==> config.mk <==
export PLATFORM = sky130hd
export DESIGN_NAME = word_index_unit_flat
export DESIGN_NICKNAME = d
export VERILOG_FILES = /design/src/rtl/word_index_unit_pkg.sv /design/src/rtl/word_index_unit_if.sv /design/src/rtl/word_index_unit_addr_check.sv /design/src/rtl/word_index_unit.sv /design/src/flat_wrapper.sv
export SDC_FILE = /design/constraint.sdc
export NUM_CORES = 1
export LEC_CHECK = 0
export BUFFER_PORTS_ARGS = -buffer_cell sky130_fd_sc_hd__buf_2
export CAP_MARGIN = 20
export CELL_PAD_IN_SITES_DETAIL_PLACEMENT = 1
export CELL_PAD_IN_SITES_GLOBAL_PLACEMENT = 2
export CORE_MARGIN = 1
export CORE_UTILIZATION = 27
export DETAILED_ROUTE_END_ITERATION = 10
export PLACE_DENSITY = 0.82
export SYNTH_ARGS = -nofsm -noshare
export SYNTH_HDL_FRONTEND = slang
export SYNTH_SLANG_ARGS = --single-unit
export TNS_END_PERCENT = 20
==> constraint.sdc <==
create_clock -name clk -period 2 [get_ports clk]
set_clock_uncertainty 0.1 [all_clocks]
set_input_delay 0.3 -clock clk [delete_from_list [all_inputs] [get_ports clk]]
set_output_delay 0.3 -clock clk [all_outputs]
set_load 0.01 [all_outputs]
==> src/rtl/word_index_unit_pkg.sv <==
// Shared encodings for the word index unit: access sizes, error bit
// positions and error counter width.
package wiu_pkg;

   typedef enum logic [1:0] {
      SZ_BYTE = 2'd0,
      SZ_HALF = 2'd1,
      SZ_WORD = 2'd2,
      SZ_RSVD = 2'd3
   } size_e;

   localparam int ERR_MIS   = 0;
   localparam int ERR_RNG   = 1;
   localparam int ERR_CNT_W = 8;

endpackage

==> src/rtl/word_index_unit_if.sv <==
// Request/result handshake bundle between a memory port and the word
// index unit. master drives requests and accepts results; slave is the unit.
interface word_index_unit_if #(
   parameter int ADDR_W = 32,
   parameter int IDX_W  = 12
);
   logic              in_valid;
   logic              in_ready;
   logic [ADDR_W-1:0] in_addr;
   logic [1:0]        in_size;
   logic              out_valid;
   logic              out_ready;
   logic [IDX_W-1:0]  out_idx;
   logic [1:0]        out_boff;
   logic              out_misalign;
   logic              out_range;

   modport master (
      output in_valid, in_addr, in_size, out_ready,
      input  in_ready, out_valid, out_idx, out_boff, out_misalign, out_range
   );

   modport slave (
      input  in_valid, in_addr, in_size, out_ready,
      output in_ready, out_valid, out_idx, out_boff, out_misalign, out_range
   );
endinterface

==> src/rtl/word_index_unit_addr_check.sv <==
// Combinational address translation: segment-relative word index plus
// alignment and range checks. The index is zeroed whenever a flag is set.
module addr_check
   import wiu_pkg::*;
#(
   parameter int                ADDR_W = 32,
   parameter int                IDX_W  = 12,
   parameter logic [ADDR_W-1:0] BASE   = 'h3000,
   parameter int                DEPTH  = 4096
) (
   input  logic [ADDR_W-1:0] addr,
   input  logic [1:0]        size,
   output logic [IDX_W-1:0]  idx,
   output logic              mis,
   output logic              rng
);
   localparam logic [ADDR_W-1:0] DEPTH_W = ADDR_W'(DEPTH);

   logic [ADDR_W-1:0] offset;
   logic [ADDR_W-1:0] word;

   // Offset wraps modulo 2^ADDR_W; addresses below BASE are caught by the
   // explicit compare rather than by the wrapped word value.
   assign offset = addr - BASE;
   assign word   = offset >> 2;
   assign rng    = (addr < BASE) || (word >= DEPTH_W);

   // Alignment requirement depends on access size; reserved size always faults.
   always_comb begin
      mis = 1'b0;
      case (size)
         SZ_BYTE: mis = 1'b0;
         SZ_HALF: mis = addr[0];
         SZ_WORD: mis = |addr[1:0];
         default: mis = 1'b1;
      endcase
   end

   assign idx = (mis || rng) ? '0 : word[IDX_W-1:0];
endmodule

==> src/rtl/word_index_unit.sv <==
// Registered address-to-word-index translator. One valid/ready output
// stage, sticky error status and a saturating error counter.
module word_index_unit
   import wiu_pkg::*;
#(
   parameter int                ADDR_W = 32,
   parameter int                IDX_W  = 12,
   parameter logic [ADDR_W-1:0] BASE   = 'h3000,
   parameter int                DEPTH  = 4096
) (
   input  logic                 clk,
   input  logic                 reset,
   word_index_unit_if.slave     bus,
   input  logic                 err_clr,
   output logic [1:0]           err_sticky,
   output logic [ERR_CNT_W-1:0] err_cnt
);
   localparam logic [ERR_CNT_W-1:0] CNT_MAX = '1;

   logic             c_mis, c_rng, acc, c_err;
   logic [IDX_W-1:0] c_idx;
   logic             vld_q, mis_q, rng_q;
   logic [IDX_W-1:0] idx_q;
   logic [1:0]       boff_q;
   logic [1:0]       c_flags;

   addr_check #(
      .ADDR_W (ADDR_W),
      .IDX_W  (IDX_W),
      .BASE   (BASE),
      .DEPTH  (DEPTH)
   ) u_chk (
      .addr (bus.in_addr),
      .size (bus.in_size),
      .idx  (c_idx),
      .mis  (c_mis),
      .rng  (c_rng)
   );

   assign bus.in_ready = !vld_q || bus.out_ready;
   assign acc          = bus.in_valid && bus.in_ready;
   assign c_err        = c_mis || c_rng;

   always_comb begin
      c_flags          = '0;
      c_flags[ERR_MIS] = c_mis;
      c_flags[ERR_RNG] = c_rng;
   end

   // Output stage: load on accept, drop valid once consumed with nothing new.
   always_ff @(posedge clk or posedge reset) begin
      if (reset) begin
         vld_q  <= 1'b0;
         idx_q  <= '0;
         boff_q <= '0;
         mis_q  <= 1'b0;
         rng_q  <= 1'b0;
      end else if (acc) begin
         vld_q  <= 1'b1;
         idx_q  <= c_idx;
         boff_q <= bus.in_addr[1:0];
         mis_q  <= c_mis;
         rng_q  <= c_rng;
      end else if (bus.out_ready) begin
         vld_q  <= 1'b0;
      end
   end

   // Error status updates at accept time; a new error outranks a same-cycle clear.
   always_ff @(posedge clk or posedge reset) begin
      if (reset) begin
         err_sticky <= '0;
         err_cnt    <= '0;
      end else if (acc && c_err) begin
         err_sticky <= (err_clr ? 2'b00 : err_sticky) | c_flags;
         if (err_clr)               err_cnt <= ERR_CNT_W'(1);
         else if (err_cnt != CNT_MAX) err_cnt <= err_cnt + 1'b1;
      end else if (err_clr) begin
         err_sticky <= '0;
         err_cnt    <= '0;
      end
   end

   assign bus.out_valid    = vld_q;
   assign bus.out_idx      = idx_q;
   assign bus.out_boff     = boff_q;
   assign bus.out_misalign = mis_q;
   assign bus.out_range    = rng_q;
endmodule
==> src/flat_wrapper.sv <==
// flat-port wrapper written by rule: the top's interface ports become plain ports
module word_index_unit_flat import wiu_pkg::*;
#(
   parameter int                ADDR_W = 32,
   parameter int                IDX_W  = 12,
   parameter logic [ADDR_W-1:0] BASE   = 'h3000,
   parameter int                DEPTH  = 4096
)
  (clk, reset, err_clr, err_sticky, err_cnt, bus_in_valid, bus_in_addr, bus_in_size, bus_out_ready, bus_in_ready, bus_out_valid, bus_out_idx, bus_out_boff, bus_out_misalign, bus_out_range);
  word_index_unit_if #(.ADDR_W(ADDR_W), .IDX_W(IDX_W)) bus_i ();
  input  logic clk;
  input  logic reset;
  input  logic err_clr;
  output logic [1:0] err_sticky;
  output logic [ERR_CNT_W-1:0] err_cnt;
  input wire logic [$bits(bus_i.in_valid)-1:0] bus_in_valid;
  input wire logic [$bits(bus_i.in_addr)-1:0] bus_in_addr;
  input wire logic [$bits(bus_i.in_size)-1:0] bus_in_size;
  input wire logic [$bits(bus_i.out_ready)-1:0] bus_out_ready;
  output wire logic [$bits(bus_i.in_ready)-1:0] bus_in_ready;
  output wire logic [$bits(bus_i.out_valid)-1:0] bus_out_valid;
  output wire logic [$bits(bus_i.out_idx)-1:0] bus_out_idx;
  output wire logic [$bits(bus_i.out_boff)-1:0] bus_out_boff;
  output wire logic [$bits(bus_i.out_misalign)-1:0] bus_out_misalign;
  output wire logic [$bits(bus_i.out_range)-1:0] bus_out_range;
  assign bus_i.in_valid = bus_in_valid;
  assign bus_i.in_addr = bus_in_addr;
  assign bus_i.in_size = bus_in_size;
  assign bus_i.out_ready = bus_out_ready;
  assign bus_in_ready = bus_i.in_ready;
  assign bus_out_valid = bus_i.out_valid;
  assign bus_out_idx = bus_i.out_idx;
  assign bus_out_boff = bus_i.out_boff;
  assign bus_out_misalign = bus_i.out_misalign;
  assign bus_out_range = bus_i.out_range;
  word_index_unit #(.ADDR_W(ADDR_W), .IDX_W(IDX_W), .BASE(BASE), .DEPTH(DEPTH)) u_core (.clk(clk), .reset(reset), .bus(bus_i), .err_clr(err_clr), .err_sticky(err_sticky), .err_cnt(err_cnt));
endmodule
==> results.yml <==
final_layout:
  fin_nets: 293
  syn2layout_area_growth_pct: 54.4
  antenna_cells: 0
  finalNonFillerCells: 322
  drive_gt1_share_pct: 50.4
logic_synthesis:
  synth_warnings: 0
  async_reset_ff_share_pct: 100
  synth_cell_types: 44
  ys.flop_type: "dfrtp_1"
  synth_edf_count: 0
  post-synth-top-area-cell: "dfrtp_1"
  synth-seq-area-share_pct: 43.8
  ys_top_cells_by_area: "dfrtp_1 (44%), a22o_1 (6.8%), mux2_2 (2.9%)"
  synth_area_sq_mm: 0.00154
  syn_area_per_cell_sq_um: 10.2
  syn_inst: 151
  syn_nets: 193
  ys_seq_elements: 27
  netlist.area_leader.share_pct: 43.8
sta:
  grt_setup_unrepaired: "true"
  final-max-slew-violation-count: 0
  fin_crit_sh_pct: 110
  setup_viol: 8
  fin_ws_ns: -0.195
  min_period_ns: 2.19
  fmax_ghz: 0.456
  slew_headroom_pct: 74.5
  worst_pin_slew_ns: 0.381
  finalHoldViolCount: 0
  whs_ns: 0.140
critical_path:
  cp_slowest_cell: "a311o_1"
  cp_top_family: "compound AO/OA/AOI/OAI gates"
  cp-start-kind: "input port"
  critPathBufInv: 1
  r2r_slack_ns: 0.21
  critPathMaxFanout: 6
  endpoint_kind: "flop"
  worst_ep_arrival_time_ns: 2.26
  worstPathCellList: "buf_4, ha_4, nor3_4, or2_1, a311o_1, a211o_1, o31a_4, and4_4, mux2_4"
  crit_type: "input port to flop"
  crit_required_ns: 2.06
  cpPeakStageDelay_ns: 0.35
floorplan:
  start_util_pct: 28.0
  die_y_um: 77.6
  num_rows: 27
  fp.dieW_um: 77.6
  io_pins: 67
  core_sq_mm: 0.00551
  die-area_sq_mm: 0.00602
clock_network:
  clk_path_buf_depth: 2
  cts_buffers: 3
  cts_tree: "done"
  cts_max_level: 1
  cts-root-buf: "clkbuf_8"
  cts_num_sinks: 27
  clock_latency_ns: 0.27
  clk_pin_slew_ns: 0.09
global_routing:
  grt_max_degree: 28
  grt_pass1_wl_mm: 7.27
  antenna_found_initial: 0
  grt_pass1_vias: 1539
  grt_use_total_pct: 14.9
  overflow: 0
drt:
  drc: 0
  vias: 1603
  viasPerCell: 4.98
  drt_iter0_drc: 88
  wire_per_inst_um: 14.3
  drt-pass1-iter-count: 4
  wirelength_mm: 4.60
  ant_nets: 0
place:
  place_congestion: 0.738
  dp.cells: 315
  numPortBuffers: 66
  dp_hpwl_mm: 3.49
pwr:
  p_total_mw: 1.17
  leakage_nw: 1.18
  vdd_drop_max_mv: 0.262
  powerDensity_mw_per_mm2: 491
status:
  violations: "setup timing"
  status: "finished, violations left"
job:
  maxCapViolCount: 0
min_path:
  min-delay-path-class: "input port to flop"
[worst paths after layout]
kind,to,from,cells after the start
worst max-delay path,u_core.err_cnt[3]$_DFFE_PP0P_,bus_in_addr[12],9
worst min-delay path,u_core.bus.out_idx[0]$_DFFE_PP0P_,bus_in_addr[2],2
min in group asynchronous,u_core.err_cnt[4]$_DFFE_PP0P_,reset,4
max in group asynchronous,u_core.bus.out_misalign$_DFFE_PP0P_,reset,4
worst max register to register,u_core.err_cnt[5]$_DFFE_PP0P_,u_core.err_cnt[2]$_DFFE_PP0P_,5
worst min register to register,u_core.bus.out_range$_DFFE_PP0P_,u_core.bus.out_range$_DFFE_PP0P_,1
[metal layers]
| layer | GRT usage (%) | part of all wire [%] | vias up |
|---|---|---|---|
| met5 | 0 | 0 | - |
| met3 | 2.71 | 3.9 | 2 |
| li1 | - | - | 781 |
| met1 | 20.7 | 47 | 781 |
| met4 | 2.26 | 0.37 | 0 |
| met2 | 24.4 | 49 | 39 |
[power by group]
part / leakage (nW) / total (mW) / internal (mW) / switching, mW
Combinational: 0.801 / 0.272 / 0.134 / 0.139
Sequential: 0.359 / 0.581 / 0.567 / 0.0136
Clock: 0.0217 / 0.317 / 0.141 / 0.175
[repair_timing]
| item | in CTS | in global routing |
|---|---|---|
| gates resized for setup | 6 | 16 |
| endpoints found under the hold margin | 27 | 0 |
| cloned | 0 | 0 |
| setup buffers | 0 | 2 |
| hold buffers | 1 | 0 |
| setup endpoints to repair | 22 | 22 |
| pin swaps | 6 | 3 |
[kinds of logic after synthesis]
logic type | share of synthesized area (%)
AOI/OAI and AO/OA | 19.4
adders and majority gates | 2.43
and+or+nand+nor | 25.4
muxes | 6.16
xor gates and xnor gates | 0.567
DFF | 43.8
buffers and inverters | 2.27
[state kept, by name, indices dropped and copies added, names as in the netlist]
register,cells
u_core.bus.out_boff,2
u_core.bus.out_idx,12
u_core.bus.out_misalign,1
u_core.bus.out_range,1
u_core.bus.out_valid,1
u_core.err_cnt,8
u_core.err_sticky,2
[layout make-up]
| class | instances | area (sq um) |
|---|---|---|
| tap | 72 | 90.1 |
| timing repair buffer | 99 | 609 |
| clock buffer | 3 | 41.3 |
| clock inverter | 1 | 7.51 |
| multi-input combinational | 115 | 941 |
| inverter | 5 | 18.8 |
| fill | 657 | 3120 |
| sequential | 27 | 676 |
[synthesized netlist by cell type (3+ instances only)]
cell type  count
nand2b_1       3
and4b_1        3
a211oi_1       3
a31oi_1        4
mux2_2         4
ha_1           3
nor3_1         4
and2_1         5
o21ai_0        3
nor2_1        10
nor4_1         6
clkbuf_1       3
dfrtp_1       27
nand2_1        9
a22o_1        12
nand4_1        6
inv_1          5
nor2b_1        5
nand3_1        6
[cell usage in the layout, fill, tap and decap left out, drive strengths merged, types with 2 or more instances in the layout]
cell / instances
ha: 3
and2: 5
nor4: 7
clkbuf: 3
nand2: 9
and4: 2
a211o: 2
nand2b: 3
buf: 98
nor3: 4
nand3: 6
mux2i: 2
and4b: 3
a31oi: 4
o21ai: 3
a22o: 12
and3: 2
nor2b: 5
nor2: 10
mux2: 6
inv: 5
a211oi: 3
a21o: 2
dfrtp: 27
nand4: 6
o2bb2ai: 2
[stage by stage]
stage	utilization (%)	setup TNS (ns)	worst slack (ns)	cell area (sq um)
final	43.3	-1.21	-0.195	2380
after global routing	43.3	-2.60	-0.246	2380
after CTS	41.4	-2.34	-0.240	2280
after detailed placement	40.0	-10.57	-0.569	2200
after global placement	40.0	-9.34	-0.506	2200
after floorplan	-	-4.56	-0.338	1570
No activity file was read; power rests on OpenSTA's default activity.
